## src/rtl/riscv_test_monitor.sv

```systemverilog
// Compares a core's OUTPUT_PORT against a table of expected answers keyed by retired-instruction count.
// Optional run watchdog: define TEST_MON_TIMEOUT_EN to build it.
module riscv_test_monitor #(
  parameter int NUM_TEST       = 22,
  parameter int DWIDTH         = 32,
  parameter int IDX_W          = 5,
  parameter int TIMEOUT_CYCLES = 100000
) (
  input  logic              CLK,
  input  logic              RST,
  input  logic              CFG_WE,
  input  logic [IDX_W-1:0]  CFG_IDX,
  input  logic [31:0]       CFG_NUM_INST,
  input  logic [DWIDTH-1:0] CFG_ANS,
  input  logic              START,
  input  logic [31:0]       NUM_INST,
  input  logic [DWIDTH-1:0] OUTPUT_PORT,
  input  logic              HALT,
  output logic [2:0]        STATE,
  output logic              DONE,
  output logic [IDX_W:0]    PASS_CNT,
  output logic [1:0]        FAIL_CODE,
  output logic [IDX_W-1:0]  FAIL_IDX,
  output logic [DWIDTH-1:0] FAIL_DATA,
  output logic [31:0]       CYCLE
);

  typedef enum logic [2:0] {
    S_IDLE    = 3'd0,
    S_RUN     = 3'd1,
    S_PASS    = 3'd2,
    S_FAIL    = 3'd3,
    S_TIMEOUT = 3'd4
  } state_t;

  localparam logic [1:0] FC_NONE     = 2'd0;
  localparam logic [1:0] FC_MISMATCH = 2'd1;
  localparam logic [1:0] FC_MISSING  = 2'd2;

  if ((2 ** IDX_W) < NUM_TEST) begin : g_idx_w_check
    $error("IDX_W is too narrow to address NUM_TEST entries");
  end
  if (TIMEOUT_CYCLES < 1) begin : g_timeout_check
    $error("TIMEOUT_CYCLES must be at least 1");
  end

`ifdef TEST_MON_TIMEOUT_EN
  localparam logic [31:0] LP_TIMEOUT_LAST = 32'(TIMEOUT_CYCLES - 1);
`endif

  state_t              r_state;
  logic                r_done;
  logic [NUM_TEST-1:0] r_valid;
  logic [NUM_TEST-1:0] r_passed;
  logic [31:0]         r_num_inst [NUM_TEST];
  logic [DWIDTH-1:0]   r_ans      [NUM_TEST];
  logic [IDX_W:0]      r_pass_cnt;
  logic [1:0]          r_fail_code;
  logic [IDX_W-1:0]    r_fail_idx;
  logic [DWIDTH-1:0]   r_fail_data;
  logic [31:0]         r_cycle;

  logic                w_run;
  logic [NUM_TEST-1:0] w_cfg_sel;
  logic [NUM_TEST-1:0] w_hit;
  logic [NUM_TEST-1:0] w_pass_vec;
  logic [NUM_TEST-1:0] w_fail_vec;
  logic [IDX_W:0]      w_pass_add;
  logic                w_any_fail;
  logic                w_all_passed;
  logic [IDX_W-1:0]    w_fail_idx;
  logic [IDX_W-1:0]    w_miss_idx;

  // Table writes are accepted only outside RUN; an out-of-range CFG_IDX selects no entry.
  always_comb begin
    w_run     = (r_state == S_RUN);
    w_cfg_sel = '0;
    for (int i = 0; i < NUM_TEST; i++) begin
      w_cfg_sel[i] = CFG_WE && !w_run && (CFG_IDX == IDX_W'(i));
    end
  end

  // Walking downwards leaves the lowest matching index in the index results.
  always_comb begin
    w_hit        = '0;
    w_pass_vec   = '0;
    w_fail_vec   = '0;
    w_pass_add   = '0;
    w_any_fail   = 1'b0;
    w_all_passed = 1'b1;
    w_fail_idx   = '0;
    w_miss_idx   = '0;
    for (int i = NUM_TEST - 1; i >= 0; i--) begin
      w_hit[i]      = r_valid[i] && !r_passed[i] && (r_num_inst[i] == NUM_INST);
      w_pass_vec[i] = w_hit[i] && (r_ans[i] == OUTPUT_PORT);
      w_fail_vec[i] = w_hit[i] && !w_pass_vec[i];
      w_pass_add    = w_pass_add + (IDX_W + 1)'(w_pass_vec[i]);
      if (w_fail_vec[i]) begin
        w_any_fail = 1'b1;
        w_fail_idx = IDX_W'(i);
      end
      if (r_valid[i] && !r_passed[i] && !w_pass_vec[i]) begin
        w_all_passed = 1'b0;
        w_miss_idx   = IDX_W'(i);
      end
    end
  end

  always_ff @(posedge CLK) begin
    for (int i = 0; i < NUM_TEST; i++) begin
      if (w_cfg_sel[i] && !RST) begin
        r_num_inst[i] <= CFG_NUM_INST;
        r_ans[i]      <= CFG_ANS;
      end
    end
  end

  always_ff @(posedge CLK or posedge RST) begin
    if (RST) begin
      r_state     <= S_IDLE;
      r_done      <= 1'b0;
      r_valid     <= '0;
      r_passed    <= '0;
      r_pass_cnt  <= '0;
      r_fail_code <= FC_NONE;
      r_fail_idx  <= '0;
      r_fail_data <= '0;
      r_cycle     <= '0;
    end else begin
      case (r_state)
        S_RUN: begin
          if (r_cycle != '1) begin
            r_cycle <= r_cycle + 32'd1;
          end
          r_passed   <= r_passed | w_pass_vec;
          r_pass_cnt <= r_pass_cnt + w_pass_add;
          if (w_any_fail) begin
            r_state     <= S_FAIL;
            r_done      <= 1'b1;
            r_fail_code <= FC_MISMATCH;
            r_fail_idx  <= w_fail_idx;
            r_fail_data <= OUTPUT_PORT;
          end else if (HALT) begin
            r_done <= 1'b1;
            if (w_all_passed) begin
              r_state <= S_PASS;
            end else begin
              r_state     <= S_FAIL;
              r_fail_code <= FC_MISSING;
              r_fail_idx  <= w_miss_idx;
              r_fail_data <= OUTPUT_PORT;
            end
          end
`ifdef TEST_MON_TIMEOUT_EN
          else if (r_cycle == LP_TIMEOUT_LAST) begin
            r_state <= S_TIMEOUT;
            r_done  <= 1'b1;
          end
`endif
        end
        default: begin
          r_valid <= r_valid | w_cfg_sel;
          if (START) begin
            r_state     <= S_RUN;
            r_done      <= 1'b0;
            r_passed    <= '0;
            r_pass_cnt  <= '0;
            r_fail_code <= FC_NONE;
            r_fail_idx  <= '0;
            r_fail_data <= '0;
            r_cycle     <= '0;
          end
        end
      endcase
    end
  end

  assign STATE     = r_state;
  assign DONE      = r_done;
  assign PASS_CNT  = r_pass_cnt;
  assign FAIL_CODE = r_fail_code;
  assign FAIL_IDX  = r_fail_idx;
  assign FAIL_DATA = r_fail_data;
  assign CYCLE     = r_cycle;

endmodule
```

## config.mk

```make
export PLATFORM = sky130hd
export DESIGN_NAME = riscv_test_monitor
export DESIGN_NICKNAME = d
export VERILOG_FILES = /design/src/rtl/riscv_test_monitor.sv
export SDC_FILE = /design/constraint.sdc
export NUM_CORES = 2
export LEC_CHECK = 0
export BUFFER_PORTS_ARGS = -buffer_cell sky130_fd_sc_hd__buf_2
export CAP_MARGIN = 20
export CORE_MARGIN = 3
export CORE_UTILIZATION = 35
export CTS_CLUSTER_SIZE = 28
export DETAILED_ROUTE_END_ITERATION = 10
export HOLD_SLACK_MARGIN = 0.12
export SKIP_LAST_GASP = 1
export SLEW_MARGIN = 25
export SYNTH_ARGS = -nofsm -noshare
export SYNTH_HDL_FRONTEND = slang
export SYNTH_SLANG_ARGS = --single-unit
```

## constraint.sdc

```tcl
create_clock -name CLK -period 10.45 [get_ports CLK]
set_input_delay 2.09 -clock CLK [delete_from_list [all_inputs] [get_ports CLK]]
set_output_delay 2.09 -clock CLK [all_outputs]
set_load 0.005 [all_outputs]
```

# Word-level counts from Yosys, hierarchy flattened

Memories as Yosys holds them, arrays and structs flattened.
Index checks and enable logic that the tools add are counted.

RAM bits: 1408
Logic and storage cells: 642
Memories: 2
Output and inout bits: 81
Bits in registers: 125

Memories:

| memory     | words | bits a word | rd ports | clocked after memory_dff | wr ports | line | source |
|---|---|---|---|---|---|---|---|
| r_ans      | 22    | 32          | 22       | 0                        | 1        | 56   | `logic [DWIDTH-1:0] r_ans [NUM_TEST];` |
| r_num_inst | 22    | 32          | 22       | 0                        | 1        | 55   | `logic [31:0] r_num_inst [NUM_TEST];` |

Bitwise operators: 2
Equality and inequality tests: 70
Reduce and logical (&&, ||, !) cells: 248
Muxes and demuxes: 288
$add $sub $neg: 23

Operators by type and width:

| kind                                                             | number |
|---|---|
| 32-bit two-way mux                                               | 49 |
| 32-bit == test                                                   | 44 |
| 32-bit OR reduction                                              | 42 |
| 5-bit two-way mux                                                | 91 |
| 1-bit logical AND                                                | 155 |
| 1-bit two-way mux                                                | 135 |
| 6-bit by 1-bit adder with 6-bit output                           | 16 |
| 1-bit zero test                                                  | 46 |
| 22-bit two-way mux                                               | 2 |
| 22-bit OR                                                        | 2 |
| 5-bit by 4-bit == test with 1-bit output (second input constant) | 8 |
| 32-bit by 1-bit adder with 32-bit output (second input constant) | 1 |
| 32-bit inequality test (second input constant)                   | 1 |
| 5-bit == test (second input constant)                            | 6 |
| 5-bit by 3-bit == test with 1-bit output (second input constant) | 4 |
| 3-bit two-way mux                                                | 4 |
| 6-bit two-way mux                                                | 2 |
| 5-bit by 2-bit == test with 1-bit output (second input constant) | 2 |
| 2-bit two-way mux                                                | 5 |
| 5-bit by 1-bit adder with 6-bit output                           | 1 |
| 6-bit adder                                                      | 1 |
| 4-bit by 1-bit adder with 5-bit output                           | 1 |
| 5-bit by 1-bit == test with 1-bit output (second input constant) | 1 |
| 5-bit zero test                                                  | 1 |
| other kinds (10)                                                 | 11 |

# Longest topological paths before layout

Depth in word-level cells: 32
Depth in mapped cells: 25
Gate-level depth less buffers: 22

# Worst setup path after synthesis

No wires, ideal clock.

Path type: input port to flip-flop
From: input RST
To: memory r_ans[20][0] (netlist: r_ans[2][128]), enable pin
Stages: 3
Data required time: 9.799 ns
Setup time: 0.651 ns
Path slack: -1.601 ns
Path buffers: 0
Arrival time: 11.400 ns
Cell sequence: inv_1 -> nand2_1 -> nor4_1

Word-level cells in the longest chain between the ends: 26
Elaborated cells between the ends (all ways): 130
Classes of those cells: mux (86); reduce/logical (44)

RTL lines:

| what                                                                                   | line | source |
|---|---|---|
| from (decl)                                                                            | 10   | `input logic RST,` |
| 1-bit zero test (no source line) (*)                                                   | --   |  |
| 1-bit logical AND                                                                      | 111  | `if (w_cfg_sel[i] && !RST) begin` |
| 1-bit two-way mux                                                                      | 111  |  |
| 1-bit two-way mux (implied by the code)                                                | 113  | `r_ans[i] <= CFG_ANS;` |
| 32-bit OR reduction (no source line)                                                   | --   |  |
| 5-bit two-way mux (no source line) or 1-bit two-way mux (tied branches) (21 in series) | --   |  |
| to (decl)                                                                              | 56   |  |

Mark *: on every way between the ends. The rest lies on a longest branch, timed or not.

# Worst setup path in the final report

From: input NUM_INST[16]
To: register r_pass_cnt[5] (netlist: PASS_CNT[5])

Word-level cells in the longest chain between the ends: 26
Elaborated cells between the ends (all ways): 89
Classes of those cells: add/sub (22); eq/ne (22); mux (1); reduce/logical (44)

RTL lines:

| what                                                  | line | source |
|---|---|---|
| from (decl)                                           | 16   | `input logic [31:0] NUM_INST,` |
| 32-bit == test                                        | 94   | `w_hit[i] = r_valid[i] && !r_passed[i] && (r_num_inst[i] == NUM_INST);` |
| 1-bit logical AND                                     | 94   |  |
| 1-bit logical AND                                     | 95   | `w_pass_vec[i] = w_hit[i] && (r_ans[i] == OUTPUT_PORT);` |
| 1-bit by 1-bit adder with 2-bit output                | 97   | `w_pass_add = w_pass_add + (IDX_W + 1)'(w_pass_vec[i]);` |
| 2-bit by 1-bit adder with 3-bit output                | 97   |  |
| 3-bit by 1-bit adder with 4-bit output                | 97   |  |
| 4-bit by 1-bit adder with 5-bit output                | 97   |  |
| 5-bit by 1-bit adder with 6-bit output                | 97   |  |
| 6-bit by 1-bit adder with 6-bit output (15 in series) | 97   |  |
| 6-bit by 1-bit adder with 6-bit output (*)            | 97   |  |
| 6-bit adder (*)                                       | 136  | `r_pass_cnt <= r_pass_cnt + w_pass_add;` |
| 6-bit two-way mux (*)                                 | 130  | `case (r_state)` |
| to (signal assigned)                                  | 136  |  |
| to (decl)                                             | 57   | `logic [IDX_W:0] r_pass_cnt;` |

Marked as above.
A chain may end at the register's enable or synchronous reset.

==> run_summary.xml <==
<?xml version="1.0" encoding="UTF-8"?>
<metrics>
  <group name="pwr">
    <metric name="power.ir.vdd_worst" unit="µV">183</metric>
    <metric name="p_int" unit="W">0.0106</metric>
    <metric name="p_seq_share" unit="%">48.1</metric>
    <metric name="power.total" unit="W">0.0144</metric>
    <metric name="pwr_density_cell" unit="mW/mm²">186</metric>
    <metric name="power.static_leakage" unit="nW">24.9</metric>
    <metric name="comb_power_share" unit="%">11.4</metric>
    <metric name="pwr-share-clk" unit="%">40.5</metric>
    <metric name="switchingPower" unit="W">0.00378</metric>
    <metric name="switching_share" unit="%">26.3</metric>
  </group>
  <group name="synth">
    <metric name="ys_warn_count" unit="">0</metric>
    <metric name="post_synthesis_mux_area_share" unit="%">0.0774</metric>
    <metric name="synth_simple_gate_area_share" unit="%">9.40</metric>
    <metric name="synth_top_cell_area_share" unit="%">62.3</metric>
    <metric name="postSynth.asyncResetShare" unit="%">8.03</metric>
    <metric name="synth_top_cell_by_area" unit="">edfxtp_1</metric>
    <metric name="synth_area_per_cell" unit="µm²">14.9</metric>
    <metric name="mapped_nets" unit="">4724</metric>
    <metric name="synth-edff-count" unit="">1408</metric>
    <metric name="synthTopCellsByCount" unit="">edfxtp_1 (1408), xnor2_1 (799), xor2_1 (637), nand4_1 (275), nor4_1 (273)</metric>
    <metric name="yosys_register_bits" unit="">1531</metric>
    <metric name="ys.flop_type" unit="">edfxtp_1</metric>
    <metric name="yosys-top-cells-area" unit="">edfxtp_1 (62%), xnor2_1 (10%), xor2_1 (8.2%), dfrtp_1 (4.5%), nand4_1 (2.5%)</metric>
    <metric name="ys_types" unit="">77</metric>
    <metric name="syn_inst" unit="">4557</metric>
    <metric name="synth_xor_area_share" unit="%">18.6</metric>
    <metric name="yosysMostFrequentCell" unit="">edfxtp_1</metric>
    <metric name="yosys.area_share.adder" unit="%">0.723</metric>
    <metric name="ys_seq_area_share" unit="%">66.8</metric>
    <metric name="synthesis.area" unit="mm²">0.0679</metric>
    <metric name="synth_top_family_by_area" unit="">XOR/XNOR gates</metric>
    <metric name="synth-compound-area-share" unit="%">1.81</metric>
  </group>
  <group name="clocking">
    <metric name="post-cts-setup-buffer-count" unit="">0</metric>
    <metric name="post_cts.resized_instances" unit="">0</metric>
    <metric name="clk_pin_slew_worst_paths" unit="ns">0.06</metric>
    <metric name="cts_root_buf" unit="">clkbuf_16</metric>
    <metric name="tritoncts" unit="">done</metric>
    <metric name="cts-buffers-inserted" unit="">167</metric>
    <metric name="cts-root-to-sink-buffers" unit="">3</metric>
    <metric name="cts_hold_buf" unit="">0</metric>
    <metric name="h-tree-depth" unit="">4</metric>
    <metric name="clock_sink_count" unit="">1531</metric>
    <metric name="clock_latency_of_the_later_clocked_register_in_the_worst_skew_pair" unit="ns">0.84</metric>
  </group>
  <group name="critical_path">
    <metric name="critical_path.startpoint_type" unit="">input pin</metric>
    <metric name="worst_path_dominant_cell_family" unit="">adder cells</metric>
    <metric name="worstPathMaxFanout" unit="">17</metric>
    <metric name="worstSetupEndpointType" unit="">flip-flop</metric>
    <metric name="crit_path_cell_trace" unit="">buf_2 &gt; xor2_1 &gt; nor4b_1 &gt; nand4_1 &gt; or3_1 &gt; nor3_1 &gt; fa_1 &gt; fa_1 &gt; inv_1 &gt; fa_1 &gt; fa_1 &gt; fa_1 &gt; fa_1 &gt; nor2b_1 &gt; o21ai_0 &gt; nand2b_1 &gt; a21o_1 &gt; a21oi_1 &gt; xnor2_1 &gt; nor2_1 &gt; o21ai_0 &gt; o21ai_0</metric>
    <metric name="slowest_delay" unit="ns">0.74</metric>
    <metric name="critPathSlowestCell" unit="">buf_2</metric>
    <metric name="reg2reg_setup_slack" unit="ns">3.90</metric>
    <metric name="crit_buf_inv" unit="">2</metric>
    <metric name="cp.required" unit="ns">11.14</metric>
    <metric name="criticalPathCategory" unit="">in -&gt; reg</metric>
    <metric name="worstPathArrival" unit="ns">8.84</metric>
    <metric name="crit_path_frequent_cell" unit="">fa_1</metric>
  </group>
  <group name="routing">
    <metric name="remaining_drc_errors" unit="">0</metric>
    <metric name="avgViaCountPerCell" unit="">5.57</metric>
    <metric name="totalWireLength" unit="µm">245000</metric>
    <metric name="num_vias" unit="">42027</metric>
    <metric name="first_iter_violations" unit="">5479</metric>
    <metric name="detailedRoute.firstPassIterationCount" unit="">8</metric>
    <metric name="wl_per_cell" unit="µm">32.5</metric>
    <metric name="drt.antenna.violating_nets" unit="">0</metric>
  </group>
  <group name="global_routing">
    <metric name="global_route_wire_length_before_repair" unit="µm">333000</metric>
    <metric name="antenna_found_initial" unit="">27</metric>
    <metric name="grt_usage" unit="%">24.2</metric>
    <metric name="pin_count_of_the_biggest_net_entering_global_routing" unit="">82</metric>
    <metric name="grt-ovfl-total" unit="">0</metric>
    <metric name="grt_pass1_vias" unit="">40471</metric>
  </group>
  <group name="final_layout">
    <metric name="layout-drive-gt1-share" unit="%">12.8</metric>
    <metric name="post_layout_net_count" unit="">5035</metric>
    <metric name="postLayoutCoreUtil" unit="%">40.1</metric>
    <metric name="final_cell_area" unit="mm²">0.0772</metric>
    <metric name="area_growth" unit="%">13.8</metric>
  </group>
  <group name="floorplan">
    <metric name="core" unit="mm²">0.193</metric>
    <metric name="boundaryPins" unit="">219</metric>
    <metric name="die_area" unit="mm²">0.199</metric>
    <metric name="initial_utilization" unit="%">35.2</metric>
    <metric name="chipWidth" unit="µm">446</metric>
    <metric name="die_h" unit="µm">446</metric>
    <metric name="num_rows" unit="">161</metric>
  </group>
  <group name="sta">
    <metric name="rsz0062_at_grt" unit="">no</metric>
    <metric name="worst-slew-pin-transition" unit="ns">1.14</metric>
    <metric name="maxClockFrequency" unit="GHz">0.123</metric>
    <metric name="timing.slew.headroom" unit="%">23.4</metric>
    <metric name="finalCritPeriodShare" unit="%">77.9</metric>
    <metric name="setup_viol_count_final" unit="">0</metric>
    <metric name="tns" unit="ns">0</metric>
    <metric name="fin_skew" unit="ns">0.0472</metric>
    <metric name="slew_viol_final" unit="">0</metric>
    <metric name="hold_violations" unit="">0</metric>
    <metric name="post-route-min-period" unit="ns">8.14</metric>
  </group>
  <group name="placement">
    <metric name="port_buffers" unit="">217</metric>
    <metric name="place.gp.congestion" unit="">0.945</metric>
    <metric name="half_perimeter_wire_length_after_placement" unit="µm">150000</metric>
    <metric name="placed_area" unit="mm²">0.0718</metric>
  </group>
  <group name="run_status">
    <metric name="run_status" unit="">finished, final reports clean</metric>
  </group>
  <group name="min_path">
    <metric name="hold_path_class" unit="">reg -&gt; reg</metric>
  </group>
  <group name="flow_run">
    <metric name="maxCapViolCount" unit="">0</metric>
  </group>
</metrics>
[power groups by stage]
| stage | sequential (W) | combinational (W) | clock, W |
|---|---|---|---|
| 2_1_floorplan | 0.00702 | 0.000853 | 0 |
| 3_3_place_gp | 0.00704 | 0.00162 | 0 |
| 3_5_place_dp | 0.00704 | 0.00163 | 0 |
| 4_1_cts | 0.00691 | 0.00163 | 0.00588 |
| 5_1_grt | 0.00692 | 0.00171 | 0.00614 |
| 6_report | 0.00691 | 0.00164 | 0.00581 |
[layout by cell type, fill, tap and decap left out, types with 9 or more instances in the layout]
cell,instances
buf_4,137
nor4_2,9
nand2_1,111
a22o_1,34
xor2_1,637
o21ai_0,29
nor2b_1,32
nand3_1,60
fa_1,17
buf_2,216
nand2b_1,21
diode_2,10
nor2_1,190
or3_1,14
nor4b_1,13
nor2_4,16
nor4_1,262
xnor2_1,799
nor3_1,36
nand4b_1,19
clkinv_2,19
nand3b_1,12
a21o_1,13
clkbuf_16,167
bufinv_16,12
ha_1,12
clkbuf_1,46
edfxtp_1,1408
clkinv_1,43
a21oi_1,29
inv_1,29
dfrtp_1,123
nand4_1,275
[path summary, 6_finish.rpt]
| check | from | to | cells after the start |
|---|---|---|---|
| max | NUM_INST[16] | PASS_CNT[5] | 22 |
| min | r_valid[11] | r_valid[11] | 1 |
| max reg2reg | r_num_inst[1][140] | PASS_CNT[5] | 21 |
| min reg2reg | r_valid[11] | r_valid[11] | 1 |
| max in group asynchronous | RST | FAIL_IDX[2] | 3 |
| min in group asynchronous | RST | CYCLE[17] | 2 |
[per-layer routing]
layer | GRT usage [%] | vias up | part of all wire (%)
li1 | - | 17384 | -
met1 | 30.9 | 21725 | 38
met2 | 40.7 | 2420 | 49
met3 | 4.39 | 492 | 9.0
met4 | 9.38 | 6 | 4.1
met5 | 0 | - | 0.019
[flip-flops by register name (all words and copies together) (netlist names)]
register    count
r_num_inst    704
r_valid        22
r_passed       22
STATE           2
PASS_CNT        6
FAIL_CODE       2
CYCLE          32
r_ans         704
FAIL_DATA      32
FAIL_IDX        5
[cell families (layout without fill, tap and decap cells)]
group,after synthesis,after routing
other cells,1,11
simple gates,1133,1133
fa+ha+maj,29,29
mux,5,5
xor+xnor,1440,1440
compound gates,174,174
buf+inv,244,697
flops,1531,1531
[area by class of cell]
class                           count  area (µm²)
Sequential cell                  1531       45400
Inverter                           30         118
Timing Repair Buffer              356        2180
Tap cell                         2526        3160
Fill cell                       17765      115000
Clock buffer                      214        4370
Antenna cell                       10        25.0
Clock inverter                     97         981
Multi-Input combinational cell   2782       21100
[per-stage QoR]
stage	instances	setup slack, ns	hold slack (ns)
floorplan	4557	0.103	0.420
global placement	7222	1.27	0.432
detailed placement	7222	1.50	0.437
CTS	7533	2.36	0.452
global route	7541	1.95	0.459
finish	7546	2.31	0.454
(Power assumes the default switching activity.)
